===== config.mk =====
export PLATFORM = sky130hd
export DESIGN_NAME = apb_periph_arbiter
export DESIGN_NICKNAME = d
export VERILOG_FILES = /design/src/rtl/apb_periph_arb_pkg.sv /design/src/rtl/apb_arb_rr_pick.sv /design/src/rtl/apb_periph_arbiter.sv
export SDC_FILE = /design/constraint.sdc
export NUM_CORES = 1
export LEC_CHECK = 0
export BUFFER_PORTS_ARGS = -buffer_cell sky130_fd_sc_hd__clkbuf_2
export CAP_MARGIN = 20
export CELL_PAD_IN_SITES_DETAIL_PLACEMENT = 1
export CELL_PAD_IN_SITES_GLOBAL_PLACEMENT = 2
export CORE_MARGIN = 2
export CORE_UTILIZATION = 23
export CTS_BUF_LIST = sky130_fd_sc_hd__clkbuf_2
export DETAILED_ROUTE_END_ITERATION = 12
export HOLD_SLACK_MARGIN = 0.06
export PLACE_DENSITY = 0.86
export SLEW_MARGIN = 40
export SYNTH_ARGS = -nofsm -noshare
export SYNTH_HDL_FRONTEND = slang
export SYNTH_HIERARCHICAL = 1
export SYNTH_SLANG_ARGS = --single-unit

===== constraint.sdc =====
create_clock -name clk_i -period 2.3 [get_ports clk_i]
set_input_delay 0.23 -clock clk_i [delete_from_list [all_inputs] [get_ports clk_i]]
set_output_delay 0.23 -clock clk_i [all_outputs]
set_load 0.005 [all_outputs]

===== src/rtl/apb_periph_arb_pkg.sv =====
// Shared types and constants for the APB peripheral-port arbiter.
package apb_periph_arb_pkg;

  typedef enum logic [1:0] {
    IDLE   = 2'd0,
    SETUP  = 2'd1,
    ACCESS = 2'd2
  } arb_state_e;

  localparam int unsigned DefaultTimeoutCycles = 1024;

endpackage


===== src/rtl/apb_arb_rr_pick.sv =====
// Combinational round-robin picker: first set request strictly after ptr_i, wrapping.
module apb_arb_rr_pick #(
  parameter int unsigned NUM_REQ = 2
) (
  input  logic [NUM_REQ-1:0]         req_i,
  input  logic [$clog2(NUM_REQ)-1:0] ptr_i,
  output logic [$clog2(NUM_REQ)-1:0] grant_o,
  output logic                       valid_o
);

  localparam int unsigned IdxW = $clog2(NUM_REQ);

  int unsigned cand;

  always_comb begin
    grant_o = '0;
    valid_o = 1'b0;
    cand    = 0;
    // Offset NUM_REQ wraps back onto the pointer itself, so it has lowest priority.
    for (int k = 1; k <= NUM_REQ; k++) begin
      cand = (int'(ptr_i) + k) % NUM_REQ;
      if (!valid_o && req_i[cand]) begin
        grant_o = IdxW'(cand);
        valid_o = 1'b1;
      end
    end
  end

endmodule


===== src/rtl/apb_periph_arbiter.sv =====
// Round-robin arbiter sharing one APB slave port among NUM_REQ requesters,
// one transfer in flight, with an optional ACCESS-phase response timeout.
module apb_periph_arbiter
  import apb_periph_arb_pkg::*;
#(
  parameter int unsigned NUM_REQ        = 2,
  parameter int unsigned APB_ADDR_WIDTH = 32,
  parameter int unsigned APB_DATA_WIDTH = 32,
  parameter int unsigned TIMEOUT_CYCLES = DefaultTimeoutCycles,
  parameter int unsigned CNT_WIDTH      = 16
) (
  input  logic                                          clk_i,
  input  logic                                          rst_ni,
  input  logic [NUM_REQ-1:0][APB_ADDR_WIDTH-1:0]        req_paddr_i,
  input  logic [NUM_REQ-1:0][APB_DATA_WIDTH-1:0]        req_pwdata_i,
  input  logic [NUM_REQ-1:0]                            req_pwrite_i,
  input  logic [NUM_REQ-1:0][APB_DATA_WIDTH/8-1:0]      req_pstrb_i,
  input  logic [NUM_REQ-1:0][2:0]                       req_pprot_i,
  input  logic [NUM_REQ-1:0]                            req_psel_i,
  input  logic [NUM_REQ-1:0]                            req_penable_i,
  output logic [NUM_REQ-1:0]                            req_pready_o,
  output logic [NUM_REQ-1:0][APB_DATA_WIDTH-1:0]        req_prdata_o,
  output logic [NUM_REQ-1:0]                            req_pslverr_o,
  output logic [APB_ADDR_WIDTH-1:0]                     paddr_o,
  output logic [APB_DATA_WIDTH-1:0]                     pwdata_o,
  output logic                                          pwrite_o,
  output logic [APB_DATA_WIDTH/8-1:0]                   pstrb_o,
  output logic [2:0]                                    pprot_o,
  output logic                                          psel_o,
  output logic                                          penable_o,
  input  logic                                          pready_i,
  input  logic [APB_DATA_WIDTH-1:0]                     prdata_i,
  input  logic                                          pslverr_i,
  output logic                                          busy_o,
  output logic [$clog2(NUM_REQ)-1:0]                    grant_idx_o,
  output logic                                          timeout_o
);

  localparam int unsigned IdxW  = $clog2(NUM_REQ);
  localparam int unsigned StrbW = APB_DATA_WIDTH / 8;
  localparam bit          ToEn  = (TIMEOUT_CYCLES != 0);
  localparam logic [CNT_WIDTH-1:0] ToLast =
    ToEn ? CNT_WIDTH'(TIMEOUT_CYCLES - 1) : '0;

  arb_state_e               state_q, state_d;
  logic [IdxW-1:0]          rr_q, rr_d;
  logic [IdxW-1:0]          gnt_q, gnt_d;
  logic [CNT_WIDTH-1:0]     cnt_q, cnt_d;
  logic [APB_ADDR_WIDTH-1:0] paddr_q, paddr_d;
  logic [APB_DATA_WIDTH-1:0] pwdata_q, pwdata_d;
  logic                     pwrite_q, pwrite_d;
  logic [StrbW-1:0]         pstrb_q, pstrb_d;
  logic [2:0]               pprot_q, pprot_d;

  logic [IdxW-1:0]          pick_idx;
  logic                     pick_vld;

  // Requester PENABLE carries no information the arbiter needs.
  logic unused_penable;
  assign unused_penable = ^req_penable_i;

  apb_arb_rr_pick #(
    .NUM_REQ (NUM_REQ)
  ) u_pick (
    .req_i   (req_psel_i),
    .ptr_i   (rr_q),
    .grant_o (pick_idx),
    .valid_o (pick_vld)
  );

  always_comb begin
    state_d       = state_q;
    rr_d          = rr_q;
    gnt_d         = gnt_q;
    cnt_d         = cnt_q;
    paddr_d       = paddr_q;
    pwdata_d      = pwdata_q;
    pwrite_d      = pwrite_q;
    pstrb_d       = pstrb_q;
    pprot_d       = pprot_q;
    req_pready_o  = '0;
    req_prdata_o  = '0;
    req_pslverr_o = '0;
    timeout_o     = 1'b0;
    unique case (state_q)
      IDLE: begin
        if (pick_vld) begin
          gnt_d    = pick_idx;
          paddr_d  = req_paddr_i[pick_idx];
          pwdata_d = req_pwdata_i[pick_idx];
          pwrite_d = req_pwrite_i[pick_idx];
          pstrb_d  = req_pstrb_i[pick_idx];
          pprot_d  = req_pprot_i[pick_idx];
          state_d  = SETUP;
        end
      end
      SETUP: begin
        cnt_d   = '0;
        state_d = ACCESS;
      end
      ACCESS: begin
        if (cnt_q != {CNT_WIDTH{1'b1}}) cnt_d = cnt_q + 1'b1;
        // A ready slave always beats an expiring timer in the same cycle.
        if (pready_i) begin
          req_pready_o[gnt_q]  = 1'b1;
          req_prdata_o[gnt_q]  = prdata_i;
          req_pslverr_o[gnt_q] = pslverr_i;
          rr_d                 = gnt_q;
          state_d              = IDLE;
        end else if (ToEn && (cnt_q == ToLast)) begin
          req_pready_o[gnt_q]  = 1'b1;
          req_pslverr_o[gnt_q] = 1'b1;
          timeout_o            = 1'b1;
          rr_d                 = gnt_q;
          state_d              = IDLE;
        end
      end
      default: state_d = IDLE;
    endcase
  end

  always_ff @(posedge clk_i or negedge rst_ni) begin
    if (!rst_ni) begin
      state_q  <= IDLE;
      rr_q     <= IdxW'(NUM_REQ - 1);
      gnt_q    <= '0;
      cnt_q    <= '0;
      paddr_q  <= '0;
      pwdata_q <= '0;
      pwrite_q <= 1'b0;
      pstrb_q  <= '0;
      pprot_q  <= '0;
    end else begin
      state_q  <= state_d;
      rr_q     <= rr_d;
      gnt_q    <= gnt_d;
      cnt_q    <= cnt_d;
      paddr_q  <= paddr_d;
      pwdata_q <= pwdata_d;
      pwrite_q <= pwrite_d;
      pstrb_q  <= pstrb_d;
      pprot_q  <= pprot_d;
    end
  end

  assign psel_o      = (state_q != IDLE);
  assign penable_o   = (state_q == ACCESS);
  assign busy_o      = (state_q != IDLE);
  assign grant_idx_o = gnt_q;
  assign paddr_o     = paddr_q;
  assign pwdata_o    = pwdata_q;
  assign pwrite_o    = pwrite_q;
  assign pstrb_o     = pstrb_q;
  assign pprot_o     = pprot_q;

endmodule

; Word level (Yosys, flattened, before mapping)
; Cells that the tools add are included.
; Widths: inputs -> output; s select.
[word_totals]
regBits = 92
output_inout_bits = 145
in_bits = 184
elab_cells = 77
[classes]
n_eq_ne = 7
addsub = 3
reduce_logical = 11
n_mux = 40
bitwise_logic = 2
magnitude_cmp = 5
[ops]
columns = operator, count
row1 = $mux 32, 5
row2 = $mux 64, 2
row3 = $and 64x64->64, 1
row4 = $demux 32 s1, 1
row5 = $pmux 16 s2, 1
row6 = $add 16x1->16 const B, 1
row7 = $eq 16x10->1 const B, 1
row8 = $mux 1, 16
row9 = $mux 16, 1
row10 = $mux 2, 8
row11 = $ne 16x16->1 const B, 1
row12 = $lt 1x2->1 const B, 4
row13 = $mux 4, 2
row14 = $reduce_and 2->1, 4
row15 = $mux 3, 2
row16 = $pmux 2 s3, 1
row17 = $reduce_bool 2->1, 3
row18 = $ne 3x1->1 const B, 1
row19 = $add 1x1->1 const B, 2
row20 = $and 2x2->2, 1
row21 = $eq 2x1->1 const B, 1
row22 = $eq 2x2->1 const B, 1
row23 = $logic_and 1x1->1, 2
row24 = $logic_not 2->1, 1
row25 = other kinds (5), 5

; Depth between registers and ports, before layout
; Gate-level depths: netlist (run 1).
[depth]
depth_word = 9
mapped_depth = 7
ltp_nobuf = 5

; By module
; The synthesis (run 1) kept the hierarchy.
[by_module_without_submodules]
columns = mod, instances, cells_per_inst, seq_area_each_um2, area_each_um2
row1 = apb_periph_arbiter, 1, 531, 2303.5, 4992.3
row2 = apb_arb_rr_pick, 1, 2, 0.0, 13.8

; Worst setup path after synthesis (run 1)
; OpenSTA, ideal clock, no wires.
[synth_timing]
path_kind = register to output
from = register cnt_q[13]
to = output req_pslverr_o[0]
setup_slack_ns = 0.543
arrival_time_ns = 1.527
path_stages_with_launch = 5
n_path_buf = 0
t_required_ns = 2.070
path_cell_list = dfrtp_1 or4_4 nor4_4 o21ai_2 nor3_2
[synth_between]
elab_chain_cells = 4
[synth_rtl]
columns = item, line_no
row1 = "start, declared", apb_periph_arbiter.sv:48  ; logic [CNT_WIDTH-1:0] cnt_q, cnt_d;
row2 = "start signal, assigned", apb_periph_arbiter.sv:137  ; cnt_q <= cnt_d;
row3 = $eq 16x10->1, apb_periph_arbiter.sv:110  ; end else if (ToEn && (cnt_q == ToLast)) begin
row4 = $mux 2, apb_periph_arbiter.sv:110
row5 = $mux 2, apb_periph_arbiter.sv:104  ; if (pready_i) begin
row6 = $mux 2, apb_periph_arbiter.sv:85  ; unique case (state_q)
row7 = "end, declared", apb_periph_arbiter.sv:23  ; output logic [NUM_REQ-1:0] req_pslverr_o,
; No other way between the ends.

; Final worst setup path (run 1)
[layout_timing]
from = register cnt_q[5]
to = output req_pslverr_o[0]
; The elaborated chain is that of the path after synthesis.

==> reports/metrics.csv, run 1 <==
metric,value,unit
WL final,22200,um
H-tree depth,3,
clock skew,27.66,ps
vias in the first global route,6514,
"Clk Latency, worst-skew pair",580,ps
crit-path max FO,4,
DRC,0,
number of distinct library cells after synthesis,49,
pins over their slew limit,0,
Hold Path Sink,paddr_o[8],
setup ws final,-231.7,ps
Tot GR Track Use,18.44,%
routed vias,6032,
Peak Freq,395.0,MHz
reg2reg end,pstrb_o[0],
most frequent cells after synthesis,"dfrtp_1, nor2_1, a21oi_1",
Clock Tree Root,clkbuf_2,
CTS Buf Count,9,
post-synthesis mux area share,14.62,%
Final Hold Viols,0,
Post-synth EDFFs,0,
post-DP HPWL,13840,um
Crit path arrival time,2300,ps
Synth Area in Compound Gates,13.30,%
min cycle time layout,2532,ps
worst setup path start,cnt_q[5],
vias per cell,4.691,
"Top FF cell, synth",dfrtp_1,
worst hold start,req_psel_i[1],
Mapped Cells,533,
Post-Layout Cell Count,1286,
syn_area_per_cell,9.392,um2
Worst EP required,2070,ps
Vert. Die Dim,151.5,um
hold_ws,276.6,ps
PwrDens,866.4,nW/um2
Synth Area in XOR/XNOR,0,%
status,finished with violations,
class of the worst hold path,in2reg,
Port Buf Inserts,326,
antenna violations before repair,1,
Slew HR,66.94,%
Final Cycle Share,110.1,%
Initial Utilization,23.59,%
layout cells sized above 1,39.21,%
largest family of logic cells by synthesized area,simple AND/OR/NAND/NOR gates,
synthesis-to-finish area growth,76.06,%
Crit Path Category,reg2out,
synth top area cells,"dfrtp_1, mux2i_1, and3_1",
static leakage,0.004529,uW
leading area contributor after synthesis,dfrtp_1,
clk buf depth,2,
Syn. warnings,6,
Worst-Margin Slew,495.9,ps
part of the Yosys area used for sequential elements,46.01,%
R2R depth,5,
Simple-Gate Fraction of Synth Area,21.94,%
Max Cap Viol,0,
mapped cell area,5006,um2
routability cong.,0.7826,
total power,7636,uW
Pre-antenna DRT Iters,4,
area post-placement,6979,um2
first-pass GRT wire length,33190,um
"CTS clk-pin slew, worst paths",270,ps
crit path cell chain,or4bb_4 > nor4_4 > o21ai_2 > nor3_2 > buf_2,
Hold Path Cell Cnt,4,
crit path launch type,register,
Rows,53,
WL/cell,17.26,um
failing checks,negative setup slack,
Final Cell Area,8813,um2
most frequent cell after synthesis,dfrtp_1,
async set-reset flop share out of synthesis,100.0,%
RSZ-0062 raised after global routing,true,
reg-to-reg startpoint,rr_q,
placed cells,1105,
area of the core,21220,um2
Filler cells,2565,
Yosys top cell area share,45.49,%
"reg-to-reg slack, setup",140,ps
final setup violation count,5,
Syn Nets,718,
Clock Sinks,92,
CP max stage delay,560,ps
final core area utilization,41.53,%
DRT antenna net count,0,
nets@finish,1190,
num ports,329,
Setup crit end kind,primary output,
maximum number of pins on one net before global-route repair,65,
GRT overflow,0,
Die Wd,151.5,um
DR iter-0 viols,190,
Peak VDD IR,0.3362,mV
Synth Register Bits,92,
Die ar.,22960,um2
CTS tree,yes,
Crit-path slowest cell,or4bb_4,
Post-Synth Adder-Cell Area,0.2499,%
[per-layer routing]
layer / vias to the layer above / track usage [%] / routed length (um)
li1: 2871 / - / -
met4: 0 / 6.204 / 553
met2: 207 / 34.21 / 11760
met5: - / 0 / 0
met1: 2912 / 20.65 / 8721
met3: 42 / 4.401 / 1169
[worst max-delay path: cells and delay by family (launching register included)]
family / cells / cell delay (ps)
AOI/OAI and AO/OA: 1 / 130
buffers and inverters: 1 / 140
DFF: 1 / 460
and+or+nand+nor: 3 / 990
[power breakdown]
part	internal [uW]	total [uW]	switching, uW
clock	245	848	603
sequential	2300	2710	412
combinational	1930	4080	2150
total	4470	7640	3170
[worst max path at each step]
stage,to,cells after the start
floorplan,req_pslverr_o[0],4
global placement,req_pslverr_o[1],5
detailed placement,req_pslverr_o[1],5
CTS,req_pslverr_o[0],5
global route,req_pready_o[0],5
finish,req_pslverr_o[0],5
[state kept, by name, indices dropped and copies added (netlist names)]
| signal | count |
|---|---|
| pprot_o | 3 |
| cnt_q | 16 |
| pstrb_o | 4 |
| paddr_o | 32 |
| grant_idx_o | 1 |
| state_q | 2 |
| pwrite_o | 1 |
| pwdata_o | 32 |
| rr_q | 1 |
[timing repair]
item / 4_1_cts / 5_1_grt
setup buffers: 9 / 4
pin swaps: 7 / 1
setup endpoints to repair: 69 / 53
hold endpoints to repair: 166 / 5
cloned: 1 / 2
resized for setup: 13 / 11
hold buffers: 147 / 1
[area by class of cell]
class / instances / area [um2] / share of cell area, %
repair buffers: 503 / 3485 / 39.54
multi-input cells: 395 / 2545 / 28.88
flip-flops and latches: 92 / 2311 / 26.22
well taps: 275 / 344.1 / 3.904
clock inverters: 7 / 66.31 / 0.7524
clock buffers: 9 / 45.04 / 0.5111
inverters: 4 / 15.01 / 0.1704
diodes: 1 / 2.502 / 0.02839
[cell families (layout without fill, tap and decap cells)]
kind of cell,Yosys count,after routing
AND/OR/NAND/NOR,208,208
AO/OA/AOI/OAI,113,113
flip-flops,92,92
multiplexers,73,73
buffers and inverters,46,523
adder cells (fa/ha/maj),1,1
other,0,1
[metrics by stage]
stage          TNS, ps  worst slack, ps
2_1_floorplan        0            542.9
3_3_place_gp         0            323.2
3_5_place_dp         0            294.7
4_1_cts          -1644           -347.6
5_1_grt          -1985           -419.0
6_report         -1055           -231.7
[layout by cell type, fill, tap and decap left out, types with 4 or more instances in the layout]
master / instances
nor3_2: 4
nor3_1: 5
nand3_1: 7
o21ai_0: 5
mux2i_1: 72
nand2_1: 19
buf_12: 7
nor2_1: 78
dfrtp_1: 85
dfrtp_2: 6
buf_4: 19
a21oi_1: 75
buf_2: 4
and2_1: 4
a31oi_1: 5
and3_1: 65
nand4_1: 6
a21boi_0: 4
dlygate4sd3_1: 147
a211oi_1: 4
clkbuf_2: 330
(Power assumes the default switching activity.)
==> inputs of run 2 (changes only) <==
Settings changed: SKIP_LAST_GASP set to 1, TNS_END_PERCENT set to 100.
==> run 2 against run 1 <==
Against the previous run: the flow still finishes with violations (negative setup slack); sequential power is essentially flat; die area did not move; global-route usage stayed put; clock power about the same; combinational power barely moved.
==> reports/metrics.csv, run 2 (synthesized netlist as in run 1, its figures left out) <==
metric,value,unit
static leakage,0.004528,uW
DRT antenna net count,0,
area of the core,21220,um2
CTS tree,yes,
final setup violation count,5,
routability cong.,0.7826,
Peak Freq,393.9,MHz
status,finished with violations,
Pre-antenna DRT Iters,4,
PwrDens,866.2,nW/um2
Clock Sinks,92,
failing checks,negative setup slack,
Setup crit end kind,primary output,
Final Hold Viols,0,
WL/cell,17.26,um
CTS Buf Count,9,
H-tree depth,3,
layout cells sized above 1,39.01,%
Crit path arrival time,2310,ps
Initial Utilization,23.59,%
worst hold start,req_psel_i[1],
DRC,0,
"commonest cells after routing, fill and taps aside","clkbuf_2, dlygate4sd3_1, dfrtp_1",
setup ws final,-238.5,ps
Hold Path Cell Cnt,4,
worst setup path start,cnt_q[5],
RSZ-0062 raised after global routing,true,
"Clk Latency, worst-skew pair",590,ps
Final Cycle Share,110.4,%
synthesis-to-finish area growth,75.83,%
routed vias,6047,
Crit Path Category,reg2out,
min cycle time layout,2538,ps
first-pass GRT wire length,33190,um
Tot GR Track Use,18.44,%
num ports,329,
Slew HR,66.95,%
vias in the first global route,6514,
Worst-Margin Slew,495.8,ps
"CTS clk-pin slew, worst paths",280,ps
R2R depth,5,
Worst EP required,2070,ps
Vert. Die Dim,151.5,um
WL final,22190,um
Port Buf Inserts,326,
antenna violations before repair,1,
clk buf depth,2,
DR iter-0 viols,218,
clock skew,28.16,ps
Die Wd,151.5,um
post-DP HPWL,13840,um
crit path launch type,register,
reg-to-reg startpoint,rr_q,
Die ar.,22960,um2
Rows,53,
GRT overflow,0,
Clock Tree Root,clkbuf_2,
Peak VDD IR,0.3370,mV
Max Cap Viol,0,
area post-placement,6979,um2
final core area utilization,41.48,%
vias per cell,4.702,
pins over their slew limit,0,
class of the worst hold path,in2reg,
nets@finish,1190,
Total Negative Setup Slacks,-1081,ps
"commonest non-fill, non-tap cell in the layout",clkbuf_2,
maximum number of pins on one net before global-route repair,65,
crit-path max FO,4,
Final Cell Area,8802,um2
-- run 2: cell count changes in the layout (fill, tap and decap cells not counted) --
cell / before / now
and3_1: 65 / 66
and3_4: 1 / 0
nor2_1: 78 / 79
buf_8: 1 / 0
nor2_2: 2 / 1
clkbuf_2: 330 / 331
buf_2: 4 / 3
buf_6: 1 / 2
-- run 2: power by group --
| group | leakage (uW) | switching [uW] | total [uW] | internal [uW] |
|---|---|---|---|---|
| clock network | 0.0000634 | 604 | 849 | 245 |
| registers | 0.00105 | 412 | 2710 | 2300 |
| logic | 0.00341 | 2150 | 4070 | 1920 |
| total | 0.00453 | 3170 | 7620 | 4460 |
-- run 2: layer usage --
layer  vias to the layer above  GRT usage [%]  share of wire, %
li1                       2875              -                 -
met1                      2921          20.65                39
met2                       209          34.21                53
met3                        42          4.401               5.3
met4                         0          6.204               2.5
met5                         -              0                 0
-- run 2: stage by stage --
stage	power, uW	hold slack, ps	setup slack, ps	instances
after floorplan	4477	-65.59	542.9	533
after global placement	5985	176.4	323.2	1105
after detailed placement	6118	179.1	294.7	1105
after CTS	7489	69.37	-347.6	1278
after global routing	8264	211.8	-429.7	1286
final	7625	275.1	-238.5	1286
-- run 2: timing repair --
| action | in CTS | in global routing |
|---|---|---|
| pin swaps | 7 | 1 |
| gates resized for setup | 13 | 7 |
| hold endpoints to repair | 166 | 5 |
| setup endpoints to repair | 69 | 53 |
| setup buffers | 9 | 4 |
| cloned | 1 | 2 |
| hold buffers | 147 | 1 |
-- run 2: critical path, stage by stage, from the launching register on --
cell     delay, ps
dfrtp_1        460
or4bb_4        560
nor4_4         320
o21ai_2        140
nor3_2         110
buf_2          140
-- run 2: final timing paths --
check                                    to  slack (ps)
setup / recovery           req_pslverr_o[0]        -240
hold / removal                   paddr_o[8]         280
setup reg to reg                 pstrb_o[0]         140
hold reg to reg                        rr_q         540
max in group asynchronous       pwdata_o[8]        1260
min in group asynchronous       grant_idx_o         670
-- run 2: area by class of cell --
| type | count | area [um2] |
|---|---|---|
| well taps | 275 | 344.1 |
| repair buffers | 503 | 3481 |
| fillers | 2564 | 12420 |
| clock buffers | 9 | 45.04 |
| inverters | 4 | 15.01 |
| multi-input cells | 395 | 2537 |
| clock inverters | 7 | 66.31 |
| diodes | 1 | 2.502 |
| flip-flops and latches | 92 | 2311 |
